### config.mk
export PLATFORM = sky130hd
export DESIGN_NAME = sparse_buffer_ctrl
export DESIGN_NICKNAME = d
export VERILOG_FILES = /design/src/rtl/sparse_buffer_ctrl.sv
export SDC_FILE = /design/constraint.sdc
export NUM_CORES = 1
export LEC_CHECK = 0
export BUFFER_PORTS_ARGS = -buffer_cell sky130_fd_sc_hd__buf_2
export CORE_MARGIN = 10
export CORE_UTILIZATION = 60
export CTS_BUF_LIST = sky130_fd_sc_hd__clkbuf_4
export DETAILED_ROUTE_END_ITERATION = 8
export GPL_TIMING_DRIVEN = 0
export PLACE_DENSITY = 0.88
export SKIP_LAST_GASP = 1
export SLEW_MARGIN = 0
export SYNTH_ARGS = -nofsm -noshare
export SYNTH_HDL_FRONTEND = slang
export SYNTH_SLANG_ARGS = --single-unit
### constraint.sdc
create_clock -name clk_i -period 7.65 [get_ports clk_i]
set_clock_uncertainty 0.2 [all_clocks]
set_input_delay 1.53 -clock clk_i [delete_from_list [all_inputs] [get_ports clk_i]]
set_output_delay 1.53 -clock clk_i [all_outputs]
set_load 0.01 [all_outputs]
### src/rtl/sparse_buffer_ctrl.sv
// Eight-entry ring-ordered sparse buffer controller.
// Entries are allocated in order at top_ptr and released out of order, either by index
// (free port) or from the head (pop port). bottom_ptr tracks the oldest valid entry and
// feeds the head outputs to an in-order consumer.
module sparse_buffer_ctrl #(
    parameter int unsigned DATA_W = 32
) (
    input  logic              clk_i,
    input  logic              rst_n_i,
    input  logic              alloc_valid_i,
    input  logic [DATA_W-1:0] alloc_data_i,
    output logic              alloc_ready_o,
    output logic [2:0]        alloc_idx_o,
    input  logic              free_valid_i,
    input  logic [2:0]        free_idx_i,
    output logic              head_valid_o,
    output logic [2:0]        head_idx_o,
    output logic [DATA_W-1:0] head_data_o,
    input  logic              head_pop_i,
    output logic [3:0]        count_o,
    output logic              err_o
);

    logic [7:0]        entry_valid_q;
    logic [DATA_W-1:0] entry_data_q [8];
    logic [2:0]        top_ptr_q, top_ptr_d;
    logic [2:0]        bottom_ptr_q, bottom_ptr_d;
    logic              err_q, err_d;

    logic [7:0] valid_nxt;
    logic [7:0] free_clear, pop_clear, alloc_set;
    logic       alloc_fire, free_hit, pop_hit;
    logic [2:0] search_idx;
    logic       search_found;

    // A valid slot at top_ptr blocks allocation; there is no skipping over it.
    assign alloc_ready_o = ~entry_valid_q[top_ptr_q];
    assign alloc_idx_o   = top_ptr_q;
    assign alloc_fire    = alloc_valid_i & alloc_ready_o;

    assign head_valid_o = |entry_valid_q;
    assign head_idx_o   = bottom_ptr_q;
    assign head_data_o  = entry_data_q[bottom_ptr_q];
    assign err_o        = err_q;

    // Set/clear masks, next valid vector, next top pointer and error detection.
    always_comb begin
        free_hit   = free_valid_i & entry_valid_q[free_idx_i];
        pop_hit    = head_pop_i & head_valid_o;
        free_clear = free_hit   ? (8'b1 << free_idx_i)   : 8'b0;
        pop_clear  = pop_hit    ? (8'b1 << bottom_ptr_q) : 8'b0;
        alloc_set  = alloc_fire ? (8'b1 << top_ptr_q)    : 8'b0;
        // Free and pop on the same index merge into one clear; alloc never
        // targets a cleared slot because it needs the slot invalid now.
        valid_nxt  = (entry_valid_q & ~free_clear & ~pop_clear) | alloc_set;
        top_ptr_d  = top_ptr_q + {2'b00, alloc_fire};
        err_d      = (free_valid_i & ~entry_valid_q[free_idx_i]) |
                     (head_pop_i & ~head_valid_o);
    end

    // Circular search from bottom_ptr for the oldest entry still valid next cycle;
    // when nothing survives, park on the next allocation slot.
    always_comb begin
        bottom_ptr_d = top_ptr_d;
        search_found = 1'b0;
        search_idx   = 3'd0;
        for (int k = 0; k < 8; k++) begin
            search_idx = bottom_ptr_q + 3'(k);
            if (!search_found && valid_nxt[search_idx]) begin
                bottom_ptr_d = search_idx;
                search_found = 1'b1;
            end
        end
    end

    // Population count of the registered valid vector.
    always_comb begin
        count_o = 4'd0;
        for (int i = 0; i < 8; i++) begin
            count_o = count_o + {3'b000, entry_valid_q[i]};
        end
    end

    // Control state with asynchronous reset.
    always_ff @(posedge clk_i or negedge rst_n_i) begin
        if (!rst_n_i) begin
            entry_valid_q <= 8'b0;
            top_ptr_q     <= 3'd0;
            bottom_ptr_q  <= 3'd0;
            err_q         <= 1'b0;
        end else begin
            entry_valid_q <= valid_nxt;
            top_ptr_q     <= top_ptr_d;
            bottom_ptr_q  <= bottom_ptr_d;
            err_q         <= err_d;
        end
    end

    // Payload storage; not reset since contents only matter while the entry is valid.
    always_ff @(posedge clk_i) begin
        if (alloc_fire) begin
            entry_data_q[top_ptr_q] <= alloc_data_i;
        end
    end

endmodule

==> results.sh <==
export IMPL_critPathRequiredTime_ns=5.92
export IMPL_ios=85
export IMPL_num_rows=51
export IMPL_internal_power_uw=3727
export IMPL_period_minus_slack_ns=5.835
export IMPL_yosysTopAreaCell="edfxtp_1"
export IMPL_drcViolationCount=0
export IMPL_synth_top_family_by_area="multiplexers"
export IMPL_clock_latency_ns=0.68
export IMPL_rsz0062_at_grt="false"
export IMPL_relSlewSlack_pct=33.12
export IMPL_combPwrFrac_pct=47.5
export IMPL_yosysUniqueCellTypes=79
export IMPL_wl_per_cell_um=23.21
export IMPL_die_w_um=161.4
export IMPL_clock_power_share_pct=20.5
export IMPL_avgSynthCellArea_um2=16.73
export IMPL_whs_path_depth=1
export IMPL_synth_edf_count=256
export IMPL_drt_iter0_drc=772
export IMPL_root_buffer="clkbuf_4"
export IMPL_final_area_um2=13770
export IMPL_instances_no_fill=1190
export IMPL_worstSetupEndpointType="output port"
export IMPL_area_growth_syn_to_layout_pct=14.80
export IMPL_antenna_found_initial=3
export IMPL_arrival_ns=4.10
export IMPL_synth_area_um2=12000
export IMPL_start_util_pct=61.24
export IMPL_yosysMostFrequentCell="edfxtp_1"
export IMPL_max_freq_ghz=0.1714
export IMPL_synth_compound_area_share_pct=5.006
export IMPL_drive_above_1_share_pct=33.77
export IMPL_final_max_slew_viol_count=0
export IMPL_clk_path_buf_depth=3
export IMPL_yosys_area_share_simple_pct=8.437
export IMPL_drt_antenna_violating_nets=0
export IMPL_grt_overflow=0
export IMPL_finalSetupViolCount=0
export IMPL_pre_cts_ws_ns=2.492
export IMPL_place_gp_congestion=0.9280
export IMPL_cts_max_level=3
export IMPL_firstDrtPassIters=7
export IMPL_clk_pin_slew_ns=0.07
export IMPL_grt_pass1_vias=7732
export IMPL_status="completed"
export IMPL_ys_seq_area_share_pct=67.20
export IMPL_p_sw_uw=2360
export IMPL_syn_inst=717
export IMPL_place_hpwl_um=17980
export IMPL_rr_worst_depth=17
export IMPL_grt_max_degree=34
export IMPL_num_vias=7351
export IMPL_crit_path_start_kind="register"
export IMPL_netlist_top_cells_count="edfxtp_1, nand2_1, mux4_2"
export IMPL_grtUsageTotal_pct=21.68
export IMPL_cts_sinks=271
export IMPL_setup_tns_ns=0
export IMPL_synth_net_count=774
export IMPL_hold_class="register to register"
export IMPL_synth_top_area_share_pct=64.07
export IMPL_fillers=1231
export IMPL_synthXorXnorAreaFrac_pct=0.2920
export IMPL_port_buffers=80
export IMPL_synth_area_top_cells="edfxtp_1, mux4_2, nand2_1"
export IMPL_p_sw_share_pct=38.77
export IMPL_finalHoldViolCount=0
export IMPL_totalWireLength_um=27620
export IMPL_layout_nets=931
export IMPL_synthArstFlopShare_pct=5.535
export IMPL_numCtsBuffers=68
export IMPL_dieArea_um2=26050
export IMPL_post_cts_buffers=0
export IMPL_muxShareOfSynthArea_pct=14.81
export IMPL_chipHeight_um=161.4
export IMPL_seq_power_share_pct=31.9
export IMPL_dpl_cell_area_um2=12860
export IMPL_drv_cap=0
export IMPL_irDropWorstVdd_v=0.0002289
export IMPL_finalPower_uw=6087
export IMPL_fin_ws_ns=1.815
export IMPL_via_per_inst=6.177
export IMPL_cts_tree="done"
export IMPL_grt_pass1_wl_um=43460
export IMPL_ys_ff_latch=271
export IMPL_power_density_nw_per_um2=442.0
export IMPL_critPathMaxFanout=10
export IMPL_ys_warnings_count=0
export IMPL_ys_flop_type="edfxtp_1"
export IMPL_tightest_slew_ns=1.003
export IMPL_crit_type="register to output port"
export IMPL_period_share_pct=76.27
export IMPL_post_place_cells=1069
export IMPL_leakage_uw=0.004997
export IMPL_core_area_um2=19590
export IMPL_cts_resized=0
export IMPL_synthAdderAreaFrac_pct=2.023
export IMPL_cts_hold_buf=0
layout make-up:
class,count,area (um^2),share of cell area (%)
multi-input cells,382,3681,26.73
clock inverters,25,192.7,1.399
plain buffers,40,177.7,1.290
flip-flops and latches,271,8063,58.54
diodes,1,2.502,0.01817
repair buffers,87,521.8,3.788
clock buffers,95,713.2,5.178
inverters,24,90.09,0.6541
well taps,265,331.6,2.407
worst max-delay path, stage by stage, from the launching register on:
cell	delay (ns)
dfrtp_1	0.42
clkbuf_1	0.34
clkbuf_1	0.52
buf_2	0.39
buf_1	0.78
mux4_2	0.60
nand2_1	0.08
nand2_1	0.12
buf_2	0.16
kinds of logic after synthesis:
family	after synthesis
compound gates	76
xor+xnor	4
fa+ha+maj	17
buf+inv	64
flops	271
mux	83
simple gates	202
stage by stage:
stage / util, % / hold slack [ns]
4_1_cts: 70.29 / 0.3598
3_3_place_gp: 64.98 / 0.3385
5_1_grt: 70.29 / 0.3931
3_5_place_dp: 65.67 / 0.3459
2_1_floorplan: - / 0.3736
6_report: 70.31 / 0.3500
registers in the layout, indices dropped and copies added, names as in the netlist:
register	flops
entry_data_q	256
head_idx_o	3
entry_valid_q	8
alloc_idx_o	3
err_o	1
layer usage:
| metal | vias up | part of all wire (%) | track usage, % |
|---|---|---|---|
| met5 | - | 0.047 | 0 |
| met4 | 2 | 2.9 | 9.967 |
| met3 | 68 | 10 | 5.923 |
| met2 | 463 | 50 | 35.64 |
| met1 | 3628 | 37 | 26.32 |
| li1 | 3190 | - | - |
path summary, 6_finish.rpt:
kind                                           startpoint                    endpoint  slack, ns
worst max-delay path            head_idx_o[0]$_DFFE_PN0P_             head_data_o[24]       1.82
worst min-delay path             alloc_idx_o[0]$_DFF_PN0_    alloc_idx_o[0]$_DFF_PN0_       0.35
worst max register to register  head_idx_o[2]$_DFFE_PN0P_   head_idx_o[0]$_DFFE_PN0P_       2.77
worst min register to register   alloc_idx_o[0]$_DFF_PN0_    alloc_idx_o[0]$_DFF_PN0_       0.35
max in group asynchronous                         rst_n_i  entry_valid_q[5]$_DFF_PN0_       6.41
min in group asynchronous                         rst_n_i   head_idx_o[1]$_DFFE_PN0P_       0.54
placed cells by master, fill, tap and decap left out, types with 5 or more instances in the layout:
master and instances:
edfxtp_1 256, nand2_1 114, clkbuf_4 95, buf_2 89, mux4_2 72, a21oi_1 15
dfrtp_1 15, inv_1 14, clkbuf_1 14, nor2_1 14, buf_1 14, nand3_1 13
clkinv_1 13, ha_1 13, inv_2 9, mux2i_1 8, nor2b_1 8, nand2b_1 8
clkinv_2 7, a211oi_1 6, o21ai_0 5, o211ai_1 5
power by group through the flow:
stage               combinational [uW]  sequential [uW]  clock, uW
global placement                  2780             1970          0
CTS                               2890             1940       1270
finish                            2890             1940       1250
global route                      3160             1960       1350
detailed placement                2880             1970          0
floorplan                         2030             1950          0
(Power assumes the default switching activity.)
